<file path="src/rtl/video_timing_pkg.sv">
// ============================================================================
// Module      : video_timing_pkg
// Description : Shared 640x480@60 raster constants and coordinate type.
// Revision    : 1.0 - initial release
// ============================================================================
`default_nettype none

package video_timing_pkg;

    localparam int COORD_W  = 10;

    localparam int H_ACTIVE = 640;
    localparam int H_FP     = 16;
    localparam int H_SYNC   = 96;
    localparam int H_BP     = 48;
    localparam int V_ACTIVE = 480;
    localparam int V_FP     = 10;
    localparam int V_SYNC   = 2;
    localparam int V_BP     = 33;

    localparam int H_TOTAL  = H_ACTIVE + H_FP + H_SYNC + H_BP;
    localparam int V_TOTAL  = V_ACTIVE + V_FP + V_SYNC + V_BP;

    localparam int SCREEN_W = H_ACTIVE;
    localparam int SCREEN_H = V_ACTIVE;

    typedef logic [COORD_W-1:0] coord_t;

endpackage

`default_nettype wire

</file>
<file path="src/rtl/sync_axis_counter.sv">
// ============================================================================
// Module      : sync_axis_counter
// Description : Wrapping raster axis counter with terminal count and
//               active/sync decode of the position it will present next.
// Revision    : 1.0 - initial release
// ============================================================================
`default_nettype none

module sync_axis_counter
    import video_timing_pkg::*;
#(
    parameter int ACTIVE = 640,
    parameter int FP     = 16,
    parameter int SYNC   = 96,
    parameter int BP     = 48
) (
    input  logic   clk,
    input  logic   rst,
    input  logic   advance,
    output coord_t count,
    output logic   last,
    output logic   next_active,
    output logic   next_sync
);

    localparam int TOTAL = ACTIVE + FP + SYNC + BP;

    generate
        if (TOTAL > (1 << COORD_W)) begin : g_total_check
            $error("sync_axis_counter: total period exceeds coordinate range");
        end
    endgenerate

    coord_t next_count;

    assign last       = (count == COORD_W'(TOTAL - 1));
    assign next_count = advance ? (last ? '0 : count + COORD_W'(1)) : count;

    // Decodes look at the value being loaded so flags register alongside it.
    assign next_active = int'(next_count) < ACTIVE;
    assign next_sync   = (int'(next_count) >= ACTIVE + FP) &&
                         (int'(next_count) <  ACTIVE + FP + SYNC);

    always_ff @(posedge clk or posedge rst) begin
        if (rst) begin
            count <= '0;
        end else if (advance) begin
            count <= next_count;
        end
    end

endmodule

`default_nettype wire

</file>
<file path="src/rtl/video_timing_gen.sv">
// ============================================================================
// Module      : video_timing_gen
// Description : Raster timing source: pixel coordinates, sync pins and
//               line/frame markers, all registered with zero skew.
// Revision    : 1.0 - initial release
// ============================================================================
`default_nettype none

module video_timing_gen #(
    parameter int   H_ACTIVE = 640,
    parameter int   H_FP     = 16,
    parameter int   H_SYNC   = 96,
    parameter int   H_BP     = 48,
    parameter int   V_ACTIVE = 480,
    parameter int   V_FP     = 10,
    parameter int   V_SYNC   = 2,
    parameter int   V_BP     = 33,
    parameter logic H_POL    = 1'b0,
    parameter logic V_POL    = 1'b0
) (
    input  logic       pixel_clk,
    input  logic       rst,
    input  logic       en,
    output logic [9:0] sx,
    output logic [9:0] sy,
    output logic       active_video,
    output logic       h_sync,
    output logic       v_sync,
    output logic       v_sync_pulse,
    output logic       line_start,
    output logic       frame_start
);

    import video_timing_pkg::*;

    logic running;
    logic h_adv;
    logic v_adv;
    logic h_last;
    logic v_last;
    logic h_next_active;
    logic v_next_active;
    logic h_next_sync;
    logic v_next_sync;

    // Counters stay parked at (0,0) until the first enabled edge.
    assign h_adv = en & running;
    assign v_adv = h_adv & h_last;

    sync_axis_counter #(
        .ACTIVE (H_ACTIVE),
        .FP     (H_FP),
        .SYNC   (H_SYNC),
        .BP     (H_BP)
    ) u_h_axis (
        .clk         (pixel_clk),
        .rst         (rst),
        .advance     (h_adv),
        .count       (sx),
        .last        (h_last),
        .next_active (h_next_active),
        .next_sync   (h_next_sync)
    );

    sync_axis_counter #(
        .ACTIVE (V_ACTIVE),
        .FP     (V_FP),
        .SYNC   (V_SYNC),
        .BP     (V_BP)
    ) u_v_axis (
        .clk         (pixel_clk),
        .rst         (rst),
        .advance     (v_adv),
        .count       (sy),
        .last        (v_last),
        .next_active (v_next_active),
        .next_sync   (v_next_sync)
    );

    always_ff @(posedge pixel_clk or posedge rst) begin
        if (rst) begin
            running      <= 1'b0;
            active_video <= 1'b0;
            line_start   <= 1'b0;
            frame_start  <= 1'b0;
            v_sync_pulse <= 1'b0;
            h_sync       <= ~H_POL;
            v_sync       <= ~V_POL;
        end else if (en) begin
            running      <= 1'b1;
            active_video <= h_next_active & v_next_active;
            line_start   <= ~running | h_last;
            frame_start  <= ~running | (h_last & v_last);
            v_sync_pulse <= v_next_sync;
            h_sync       <= h_next_sync ? H_POL : ~H_POL;
            v_sync       <= v_next_sync ? V_POL : ~V_POL;
        end else begin
            // Stalled: position and sync levels hold, markers drop.
            active_video <= 1'b0;
            line_start   <= 1'b0;
            frame_start  <= 1'b0;
        end
    end

endmodule

`default_nettype wire

</file>
<file path="config.mk">
export PLATFORM = sky130hd
export DESIGN_NAME = video_timing_gen
export DESIGN_NICKNAME = d
export VERILOG_FILES = /design/src/rtl/video_timing_pkg.sv /design/src/rtl/sync_axis_counter.sv /design/src/rtl/video_timing_gen.sv
export SDC_FILE = /design/constraint.sdc
export NUM_CORES = 1
export LEC_CHECK = 0
export BUFFER_PORTS_ARGS = -buffer_cell sky130_fd_sc_hd__buf_2
export CELL_PAD_IN_SITES_DETAIL_PLACEMENT = 0
export CELL_PAD_IN_SITES_GLOBAL_PLACEMENT = 1
export CORE_MARGIN = 10
export CORE_UTILIZATION = 44
export CTS_CLUSTER_SIZE = 16
export DETAILED_ROUTE_END_ITERATION = 10
export PLACE_DENSITY_LB_ADDON = 0.1
export SYNTH_ARGS = -nofsm -noshare
export SYNTH_HDL_FRONTEND = slang
export SYNTH_SLANG_ARGS = --single-unit
</file>
<file path="constraint.sdc">
create_clock -name pixel_clk -period 6.8 [get_ports pixel_clk]
set_clock_uncertainty 0.15 [all_clocks]
set_input_delay 1.7 -clock pixel_clk [delete_from_list [all_inputs] [get_ports pixel_clk]]
set_output_delay 1.7 -clock pixel_clk [all_outputs]
set_load 0.01 [all_outputs]
</file>
==> metrics.cfg <==
[sta]
tns_ps=0
fin_crit_ps=3460
setup_viol=0
fin_crit_sh_pct=50.8
final-hold-violation-count=0
slew_headroom_pct=31.3
worst_pin_slew_ps=1030
slew_violations=0
rsz0062_at_grt=false
holdWs_ps=354
fmax_mhz=289

[outcome]
status=completed

[detailed_routing]
drc=0
drt_iter0_drc=149
dr.pass1.iters=4
wl_um=3460
drt-vias-per-instance=5.72
wl_per_cell_um=15.6
ant_nets=0
vias=1270

[setup_path]
cp-end-kind=flop
critPathArrivalTime_ps=3570
crit_path_start_kind=input port
cp_max_fo=16
crit_required_ps=6920
crit_type=in -> reg

[yosys]
ys_warn_count=0
syn-cell-area_um2=1470
synthTopCellsByCount=25 x dfrtp_1, 15 x o21ai_0, 13 x nand2_1, 11 x inv_1, 11 x nand3_1
synth_top_area_share_pct=42.6
synthCells=154
yosysSeqAreaShare_pct=46.1
synth_most_common_cell=dfrtp_1
synth_area_leaders=dfrtp_1 43%, o21ai_0 5.1%, nand3_1 3.7%
ys_async_sr_fraction_pct=100
synth_edf_count=0
yosysTopAreaCell=dfrtp_1
synth_cell_types=41
synth_top_flop_cell=dfrtp_1
avgSynthCellArea_um2=9.55
synth-seq-cells=27
syn_nets=160

[clock_tree]
cts_made_buffers=3
cts.sink_count=27
htree_num_levels=1
post_cts_resize_count=0
cts_tree=built
clock_latency_ps=330
cts_buffer_depth=2
cts_setup_buffers=0
cts_root_buffer=clkbuf_4
clkTransAtPathRegs_ps=160
postCtsHoldBufs=0

[finish]
nFillCells=300
ff_latch_area_um2=678
num_antenna_cells=0
fin_nets=185
final_layout_size_suffix_gt1_share_pct=21.3
multi_input_area_um2=689
syn2layout_area_growth_pct=11.0

[global_routing]
gr-total-overflow=0
grt_pass1_vias=1199
grt_max_degree=28
grt_pass1_wl_um=5870
grt_usage_pct=11.6
antenna_found_initial=0

[floorplanning]
die_w_um=77.8
die_area_um2=6050
io_pins=29
core-area_um2=3130
die_h_um=77.8
initial_utilization_pct=47.0
rows=20

[run]
cap_violations=0

[power]
p_leak_nw=0.779
vdd_drop_max_uv=128
powerDensity_nw_per_um2=208

[place]
io_buffers=28
gp_congestion=0.812
dp_hpwl_um=2600

[worst_hold_path]
worstHoldPathType=reg -> reg

==> power breakdown <==
| part | switching (mW) | internal (mW) | total [mW] |
|---|---|---|---|
| sequential | 0.0230 | 0.176 | 0.199 |
| clock | 0.0483 | 0.0220 | 0.0704 |
| combinational | 0.0410 | 0.0279 | 0.0689 |
| total | 0.112 | 0.226 | 0.339 |
==> logic make-up (layout without fill, tap and decap cells) <==
group,after synthesis,after routing,share of synthesized area (%)
and+or+nand+nor,60,60,23.1
adders and majority gates,3,3,2.55
AOI/OAI and AO/OA,36,36,15.9
xor gates and xnor gates,9,9,5.36
buffers and inverters,19,43,6.98
DFF,27,27,46.1
==> path summary, 6_finish.rpt <==
check	startpoint	to	slack [ps]	depth (start not counted)
max in group asynchronous	rst	u_v_axis.count[5]	4430	2
worst min register to register	h_sync	h_sync	350	2
worst min-delay path	h_sync	h_sync	350	2
worst max register to register	u_h_axis.count[0]	v_sync_pulse	4210	7
worst max-delay path	en	v_sync_pulse	3340	7
min in group asynchronous	rst	u_h_axis.count[0]	1440	2
==> critical path: stages <==
cell and delay [ps]:
buf_2 170, and3_1 320, and4_1 560, a41oi_1 210
a21oi_2 160, nor3b_2 260, a32o_1 190
==> flip-flops by register name, indices dropped and copies added (netlist names) <==
signal,flops
h_sync,1
v_sync,1
u_h_axis.count,10
active_video,1
u_v_axis.count,10
frame_start,1
line_start,1
running,1
v_sync_pulse,1
==> through the flow <==
stage	util [%]	power [mW]	area, um2	setup WS (ps)	cells
after floorplan	-	0.245	1470	3440	154
after global placement	51.3	0.272	1600	3100	218
after detailed placement	51.3	0.273	1600	3040	218
after CTS	52.2	0.343	1630	3370	222
after global routing	52.2	0.363	1630	3150	222
final	52.2	0.339	1630	3340	222
==> final cells by class <==
type,instances,share of cell area [%]
sequential,27,41.6
clock buffer,3,1.38
clock inverter,1,0.307
multi-input combinational,108,42.3
tap,44,3.37
inverter,11,2.53
timing repair buffer,28,8.59
==> cells in the final DEF, fill, tap and decap left out, types with 2 or more instances in the layout <==
| master | Yosys | routed |
|---|---|---|
| clkbuf_4 | 0 | 3 |
| nand3_1 | 11 | 11 |
| o21ai_0 | 15 | 15 |
| nor2_1 | 9 | 9 |
| o31ai_1 | 2 | 2 |
| nor3_1 | 4 | 4 |
| nor3b_1 | 2 | 2 |
| inv_1 | 11 | 11 |
| buf_2 | 1 | 28 |
| nand2_1 | 13 | 13 |
| nand4_1 | 5 | 5 |
| and4_1 | 2 | 2 |
| ha_1 | 3 | 3 |
| a21oi_1 | 4 | 4 |
| dfstp_2 | 2 | 2 |
| and3_1 | 4 | 4 |
| a31oi_1 | 2 | 2 |
| a21boi_0 | 2 | 2 |
| nor4_1 | 3 | 3 |
| xor2_1 | 4 | 4 |
| dfrtp_1 | 25 | 25 |
| xnor2_1 | 5 | 5 |
==> layer usage <==
metal,share of wire (%),track usage [%],vias up
met4,0.55,3.28,0
met2,45,16.9,29
met1,48,15.8,628
met3,6.5,3.92,2
met5,0,0,-
li1,-,-,611
No activity file was read; power rests on OpenSTA's default activity.
